--- config.mk ---
export PLATFORM = sky130hd
export DESIGN_NAME = wb_arbiter
export DESIGN_NICKNAME = d
export VERILOG_FILES = /design/src/rtl/wb_pkg.sv /design/src/rtl/wb_mem_fifo.sv /design/src/rtl/wb_arbiter.sv
export SDC_FILE = /design/constraint.sdc
export NUM_CORES = 1
export LEC_CHECK = 0
export BUFFER_PORTS_ARGS = -buffer_cell sky130_fd_sc_hd__buf_2
export CAP_MARGIN = 5
export CORE_UTILIZATION = 55
export CTS_CLUSTER_DIAMETER = 60
export CTS_CLUSTER_SIZE = 25
export DETAILED_ROUTE_END_ITERATION = 8
export PLACE_DENSITY = 0.84
export SYNTH_ARGS = -nofsm -noshare
export SYNTH_HDL_FRONTEND = slang
export SYNTH_HIERARCHICAL = 1
export SYNTH_SLANG_ARGS = --single-unit
--- constraint.sdc ---
create_clock -name Clk -period 3.5 [get_ports Clk]
set_input_delay 0 -clock Clk [delete_from_list [all_inputs] [get_ports Clk]]
set_output_delay 0 -clock Clk [all_outputs]
set_load 0.02 [all_outputs]
--- src/rtl/wb_pkg.sv ---
`default_nettype none
// ============================================================================
// Module      : wb_pkg
// Description : Shared widths, FIFO entry type and match helper for writeback.
// Revision    : 1.0 - initial release
// ============================================================================
package wb_pkg;

    localparam int DATA_W = 8;
    localparam int ADDR_W = 3;

    typedef struct packed {
        logic              live;
        logic [ADDR_W-1:0] waddr;
        logic [DATA_W-1:0] data;
    } wb_entry_t;

    function automatic logic entryMatch(input wb_entry_t e, input logic [ADDR_W-1:0] addr);
        return e.live && (e.waddr == addr);
    endfunction

endpackage
`default_nettype wire

--- src/rtl/wb_mem_fifo.sv ---
`default_nettype none
// ============================================================================
// Module      : wb_mem_fifo
// Description : Load-result FIFO with per-entry squash by address and pending
//               register match outputs.
// Revision    : 1.0 - initial release
// ============================================================================
module wb_mem_fifo
    import wb_pkg::*;
#(
    parameter int DEPTH = 2
) (
    input  logic              Clk,
    input  logic              Reset,
    input  logic              push,
    input  wb_entry_t         pushEntry,
    input  logic              pop,
    input  logic              squashEn,
    input  logic [ADDR_W-1:0] squashAddr,
    output wb_entry_t         head,
    output logic              full,
    output logic              empty,
    input  logic [ADDR_W-1:0] raddrA,
    input  logic [ADDR_W-1:0] raddrB,
    output logic              pendA,
    output logic              pendB
);

    localparam int c_ptrW = $clog2(DEPTH);
    localparam logic [c_ptrW:0] c_depth = (c_ptrW + 1)'(DEPTH);

    wb_entry_t         r_mem [DEPTH];
    logic [c_ptrW-1:0] r_wrPtr;
    logic [c_ptrW-1:0] r_rdPtr;
    logic [c_ptrW:0]   r_count;

    logic              w_doPush;
    logic              w_doPop;
    wb_entry_t         w_pushEntry;
    logic [DEPTH-1:0]  w_matchA;
    logic [DEPTH-1:0]  w_matchB;

    assign full     = (r_count == c_depth);
    assign empty    = (r_count == '0);
    assign head     = r_mem[r_rdPtr];
    assign w_doPush = push && !full;
    assign w_doPop  = pop && !empty;

    // A load arriving alongside a same-register squash is the older write.
    always_comb begin
        w_pushEntry      = pushEntry;
        w_pushEntry.live = pushEntry.live && !(squashEn && (pushEntry.waddr == squashAddr));
    end

    // Popped slots drop their live bit so live alone marks a queued entry.
    always_ff @(posedge Clk) begin
        if (!Reset) begin
            for (int i = 0; i < DEPTH; i++) begin
                r_mem[i] <= '0;
            end
            r_wrPtr <= '0;
            r_rdPtr <= '0;
            r_count <= '0;
        end else begin
            for (int i = 0; i < DEPTH; i++) begin
                if (squashEn && (r_mem[i].waddr == squashAddr)) begin
                    r_mem[i].live <= 1'b0;
                end
            end
            if (w_doPop) begin
                r_mem[r_rdPtr].live <= 1'b0;
                r_rdPtr             <= r_rdPtr + 1'b1;
            end
            if (w_doPush) begin
                r_mem[r_wrPtr] <= w_pushEntry;
                r_wrPtr        <= r_wrPtr + 1'b1;
            end
            case ({w_doPush, w_doPop})
                2'b10:   r_count <= r_count + 1'b1;
                2'b01:   r_count <= r_count - 1'b1;
                default: r_count <= r_count;
            endcase
        end
    end

    generate
        for (genvar i = 0; i < DEPTH; i++) begin : g_match
            assign w_matchA[i] = entryMatch(r_mem[i], raddrA);
            assign w_matchB[i] = entryMatch(r_mem[i], raddrB);
        end
    endgenerate

    assign pendA = |w_matchA;
    assign pendB = |w_matchB;

endmodule
`default_nettype wire

--- src/rtl/wb_arbiter.sv ---
`default_nettype none
// ============================================================================
// Module      : wb_arbiter
// Description : Writeback arbiter owning the register-file write port; merges
//               ALU and load results in program order. Macro WB_FWD_EN enables
//               the bypass outputs (tied to zero otherwise).
// Revision    : 1.0 - initial release
// ============================================================================
module wb_arbiter
    import wb_pkg::*;
#(
    parameter int DEPTH        = 2,
    parameter int STARVE_LIMIT = 3
) (
    input  logic              Clk,
    input  logic              Reset,
    input  logic              AluValid,
    output logic              AluReady,
    input  logic [ADDR_W-1:0] AluWaddr,
    input  logic [DATA_W-1:0] AluData,
    input  logic              MemValid,
    output logic              MemReady,
    input  logic [ADDR_W-1:0] MemWaddr,
    input  logic [DATA_W-1:0] MemData,
    output logic              WriteEn,
    output logic [ADDR_W-1:0] Waddr,
    output logic [DATA_W-1:0] DataIn,
    input  logic [ADDR_W-1:0] RaddrA,
    input  logic [ADDR_W-1:0] RaddrB,
    output logic              FwdHitA,
    output logic              FwdHitB,
    output logic [DATA_W-1:0] FwdDataA,
    output logic [DATA_W-1:0] FwdDataB,
    output logic              PendA,
    output logic              PendB
);

    localparam int c_cntW = (STARVE_LIMIT < 1) ? 1 : $clog2(STARVE_LIMIT + 1);
    localparam logic [c_cntW-1:0] c_starveMax = c_cntW'(STARVE_LIMIT);

    wb_entry_t         w_head;
    wb_entry_t         w_pushEntry;
    logic              w_full;
    logic              w_empty;
    logic              w_aluFire;
    logic              w_memFire;
    logic              w_pop;

    logic [c_cntW-1:0] r_starveCnt;
    logic              r_writeEn;
    logic [ADDR_W-1:0] r_waddr;
    logic [DATA_W-1:0] r_dataIn;

    assign AluReady    = (r_starveCnt != c_starveMax);
    assign MemReady    = !w_full;
    assign w_aluFire   = AluValid && AluReady;
    assign w_memFire   = MemValid && MemReady;
    assign w_pop       = !w_aluFire && !w_empty;
    assign w_pushEntry = {1'b1, MemWaddr, MemData};

    wb_mem_fifo #(
        .DEPTH (DEPTH)
    ) u_fifo (
        .Clk        (Clk),
        .Reset      (Reset),
        .push       (w_memFire),
        .pushEntry  (w_pushEntry),
        .pop        (w_pop),
        .squashEn   (w_aluFire),
        .squashAddr (AluWaddr),
        .head       (w_head),
        .full       (w_full),
        .empty      (w_empty),
        .raddrA     (RaddrA),
        .raddrB     (RaddrB),
        .pendA      (PendA),
        .pendB      (PendB)
    );

    // ALU wins unless the starve counter has forced AluReady low.
    always_ff @(posedge Clk) begin
        if (!Reset) begin
            r_writeEn <= 1'b0;
            r_waddr   <= '0;
            r_dataIn  <= '0;
        end else if (w_aluFire) begin
            r_writeEn <= 1'b1;
            r_waddr   <= AluWaddr;
            r_dataIn  <= AluData;
        end else if (w_pop && w_head.live) begin
            r_writeEn <= 1'b1;
            r_waddr   <= w_head.waddr;
            r_dataIn  <= w_head.data;
        end else begin
            r_writeEn <= 1'b0;
        end
    end

    always_ff @(posedge Clk) begin
        if (!Reset) begin
            r_starveCnt <= '0;
        end else if (w_empty || w_pop) begin
            r_starveCnt <= '0;
        end else if (w_head.live) begin
            r_starveCnt <= r_starveCnt + 1'b1;
        end
    end

    assign WriteEn = r_writeEn;
    assign Waddr   = r_waddr;
    assign DataIn  = r_dataIn;

`ifdef WB_FWD_EN
    assign FwdHitA  = r_writeEn && (r_waddr == RaddrA);
    assign FwdHitB  = r_writeEn && (r_waddr == RaddrB);
    assign FwdDataA = FwdHitA ? r_dataIn : '0;
    assign FwdDataB = FwdHitB ? r_dataIn : '0;
`else
    assign FwdHitA  = 1'b0;
    assign FwdHitB  = 1'b0;
    assign FwdDataA = '0;
    assign FwdDataB = '0;
`endif

endmodule
`default_nettype wire

==> metrics.md <==
| Metric | Value |
|---|---|
| Core ar. | `4060 µm²` |
| Row cnt | `23` |
| DRT iter0 DRCs | `100` |
| Gate Count Post-Synth | `226` |
| Routed length per instance | `12.8 µm` |
| CTS tree | `yes` |
| Hold crit path type | `in -> reg` |
| Max_slew headroom | `roughly two fifths` |
| Skew final | `0.00913 ns` |
| Cts repair resizes | `0` |
| Chip width | `67.5 µm` |
| CP max stage cell | `inv_2` |
| Clock root buffer | `clkbuf_8` |
| Total GRT Usage | `21.0%` |
| Final #Nets | `314` |
| Area delta synth->final | `14.3%` |
| Critical Path Most Common Cell | `ha_1` |
| Filler cells | `325` |
| Final core utilization | `roughly two thirds` |
| Final setup TNS | `0 ns` |
| Netlist cell types | `38` |
| Critical path type | `reg -> reg` |
| Largest net degree at the start of global routing | `29` |
| CP cell instances | `ha_1, nand2b_2, inv_2, nor2_1, o21a_1, ha_1, or3_1, a21oi_1` |
| Ant. Diodes | `0` |
| Ys async rst share | `0%` |
| Most common cell after layout, fill and taps aside | `buf_2` |
| Max Root-Sink Buffers | `2` |
| First-pass DRT Iterations | `4` |
| Final ANT Viol Nets | `0` |
| Post-Syn Area | `2360 µm²` |
| CTS H-tree lvls | `2` |
| Slew Viols, Final | `0` |
| Overall Power | `1460 µW` |
| DIE AREA | `4560 µm²` |
| Port Buffer Count | `47` |
| Via-per-instance ratio | `5.05` |
| VDD IR max | `0.275 mV` |
| Worst Path Max Fanout | `28` |
| Syn Area/Cell | `10.4 µm²` |
| Clock-pin slew on the worst setup and hold paths | `around 0.090 ns` |
| Critical path endpoint category | `flip-flop` |
| Worst Setup Start Kind | `flip-flop` |
| R2R setup slack | `around 1.1 ns` |
| Crit share post-route | `just under 70%` |
| Ys Warns | `6` |
| Sink Count | `43` |
| Register area share after synthesis | `46.7%` |
| Final setup viols | `0` |
| Total Wirelength | `4230 µm` |
| Share of post-route cells with drive strength above 1 | `26.3%` |
| Crit path largest cell delay | `around 0.39 ns` |
| FF+latch count, synth | `43` |
| Leak pwr | `roughly 0.0011 µW` |
| Req. time, crit path | `3.72 ns` |
| First-pass GRT wire length | `7000 µm` |
| Drt drc | `0` |
| Vias in the first global route | `roughly 1500` |
| Commonest non-fill, non-tap cells in the layout | `buf_2, nand2_1, edfxtp_1, and2_1, xnor2_1` |
| Total CTS buffers | `5` |
| Vias | `roughly 1700` |
| RSZ-0062 raised after global routing | `no` |
| Max-cap check violation count | `0` |
| HPWL after DPL | `3070 µm` |
| Slew at the pin closest to its max-slew limit | `between 0.9 and 1 ns` |
| I/O pins | `66` |
| Overflow after GRT | `0` |
| Initial antenna violation count | `0` |
| Post-CTS Setup Inserts | `0` |
| Clk_lat worst skew | `about 0.29 ns` |
| Final-report hold violation count | `0` |
| Post-synth EDFFs | `24` |
| Die Span Y | `just under 70 µm` |
| Pwr Density | `about 540 nW/µm²` |
| Minimum clock period | `2.36 ns` |
| Initial core utilization | `58.2%` |
| Hold-fix buffers, CTS | `9` |
| GP Congestion | `0.798` |
| Max Fclk | `about 420 MHz` |
| Post-synth top flop | `edfxtp_1` |
| Crit path DAT | `about 2.6 ns` |
| Outcome | `completed` |
area by class of cell:
cell class / count / area [µm²] / area share, %
tap: 50 / 62.6 / 2.32
clock inverter: 3 / 15.0 / 0.557
timing repair buffer: 56 / 325 / 12.1
multi-input combinational: 168 / 1100 / 40.8
inverter: 6 / 25.0 / 0.928
sequential: 43 / 1100 / 40.8
clock buffer: 5 / 68.8 / 2.55
routing by layer:
metal | routed length (µm) | vias to the layer above | share of wire [%] | GRT usage (%)
met5 | 0 | - | 0 | 0
met4 | 65 | 0 | 1.5 | 7.71
met3 | 265 | 6 | 6.3 | 4.90
met2 | 1970 | 64 | 46 | 33.3
met1 | 1930 | 748 | 46 | 27.7
li1 | - | 853 | - | -
cells by family (layout without fill, tap and decap cells):
kind of cell               Yosys count  count (layout)  synth area share (%)
DFF                                 43              43                  46.7
buffers and inverters               33              70                  9.60
and+or+nand+nor                     78              78                  18.6
xor gates and xnor gates            24              24                  8.91
adders and majority gates            2               2                  1.06
muxes                               13              13                  6.15
other                                2              20                 0.318
AOI/OAI and AO/OA                   31              31                  8.70
Yosys cell counts (2+ instances only):
master / n / area share, %
buf_4: 20 / 6.4
xnor2_1: 23 / 8.5
ha_1: 2 / 1.1
and2_1: 23 / 6.1
dfxtp_1: 19 / 16
nor3_4: 2 / 1.4
mux2_2: 12 / 5.7
nand2_1: 28 / 4.5
edfxtp_1: 24 / 31
buf_6: 3 / 1.4
buf_2: 2 / 0.42
nand2b_1: 2 / 0.53
a31oi_1: 11 / 2.9
nand4_1: 8 / 2.1
inv_1: 4 / 0.64
and3_1: 2 / 0.53
o31ai_1: 11 / 3.5
a21oi_1: 4 / 0.85
conb_1: 2 / 0.32
nor2_1: 5 / 0.80
clkbuf_1: 2 / 0.32
state kept, by name (all words and copies together) (netlist names), named ones only:
| signal | count |
|---|---|
| u_fifo/r_mem | 24 |
| DataIn | 8 |
| Waddr | 3 |
| r_starveCnt | 2 |
| u_fifo/r_count | 2 |
| WriteEn | 1 |
| u_fifo/r_rdPtr | 1 |
| u_fifo/r_wrPtr | 1 |
per-stage QoR:
stage	setup slack (ns)	cell area, µm²	hold slack, ns	cells
after detailed placement	1.19	2520	0.268	314
after CTS	1.16	2700	0.00378	331
after floorplan	1.52	2430	0.129	244
after global placement	1.24	2520	0.265	314
final	1.14	2700	0.00712	331
after global routing	1.01	2700	0.00603	331
final timing paths:
path / start / end / cells after the start
setup / recovery: r_starveCnt[0]$_SDFFE_PP0P_ / u_fifo/r_count[1]$_SDFFE_PN0P_ / 8
hold / removal: MemData[3] / u_fifo/r_mem[0][3]$_SDFFCE_PN0P_ / 2
setup reg to reg: r_starveCnt[0]$_SDFFE_PP0P_ / u_fifo/r_count[1]$_SDFFE_PN0P_ / 8
hold reg to reg: u_fifo/r_rdPtr$_SDFFE_PN0P_ / u_fifo/r_rdPtr$_SDFFE_PN0P_ / 2
critical path, delay by kind of cell (launching register included):
| family | cells | cell delay [ns] |
|---|---|---|
| adders and majority gates | 2 | 0.53 |
| DFF | 1 | 0.33 |
| buffers and inverters | 1 | 0.39 |
| and+or+nand+nor | 3 | 0.75 |
| AOI/OAI and AO/OA | 2 | 0.29 |
report_power, final:
group / internal, µW / total, µW / switching, µW
clock: 137 / 299 / 162
sequential: 639 / 714 / 74.7
combinational: 198 / 444 / 246
(Power assumes the default switching activity.)
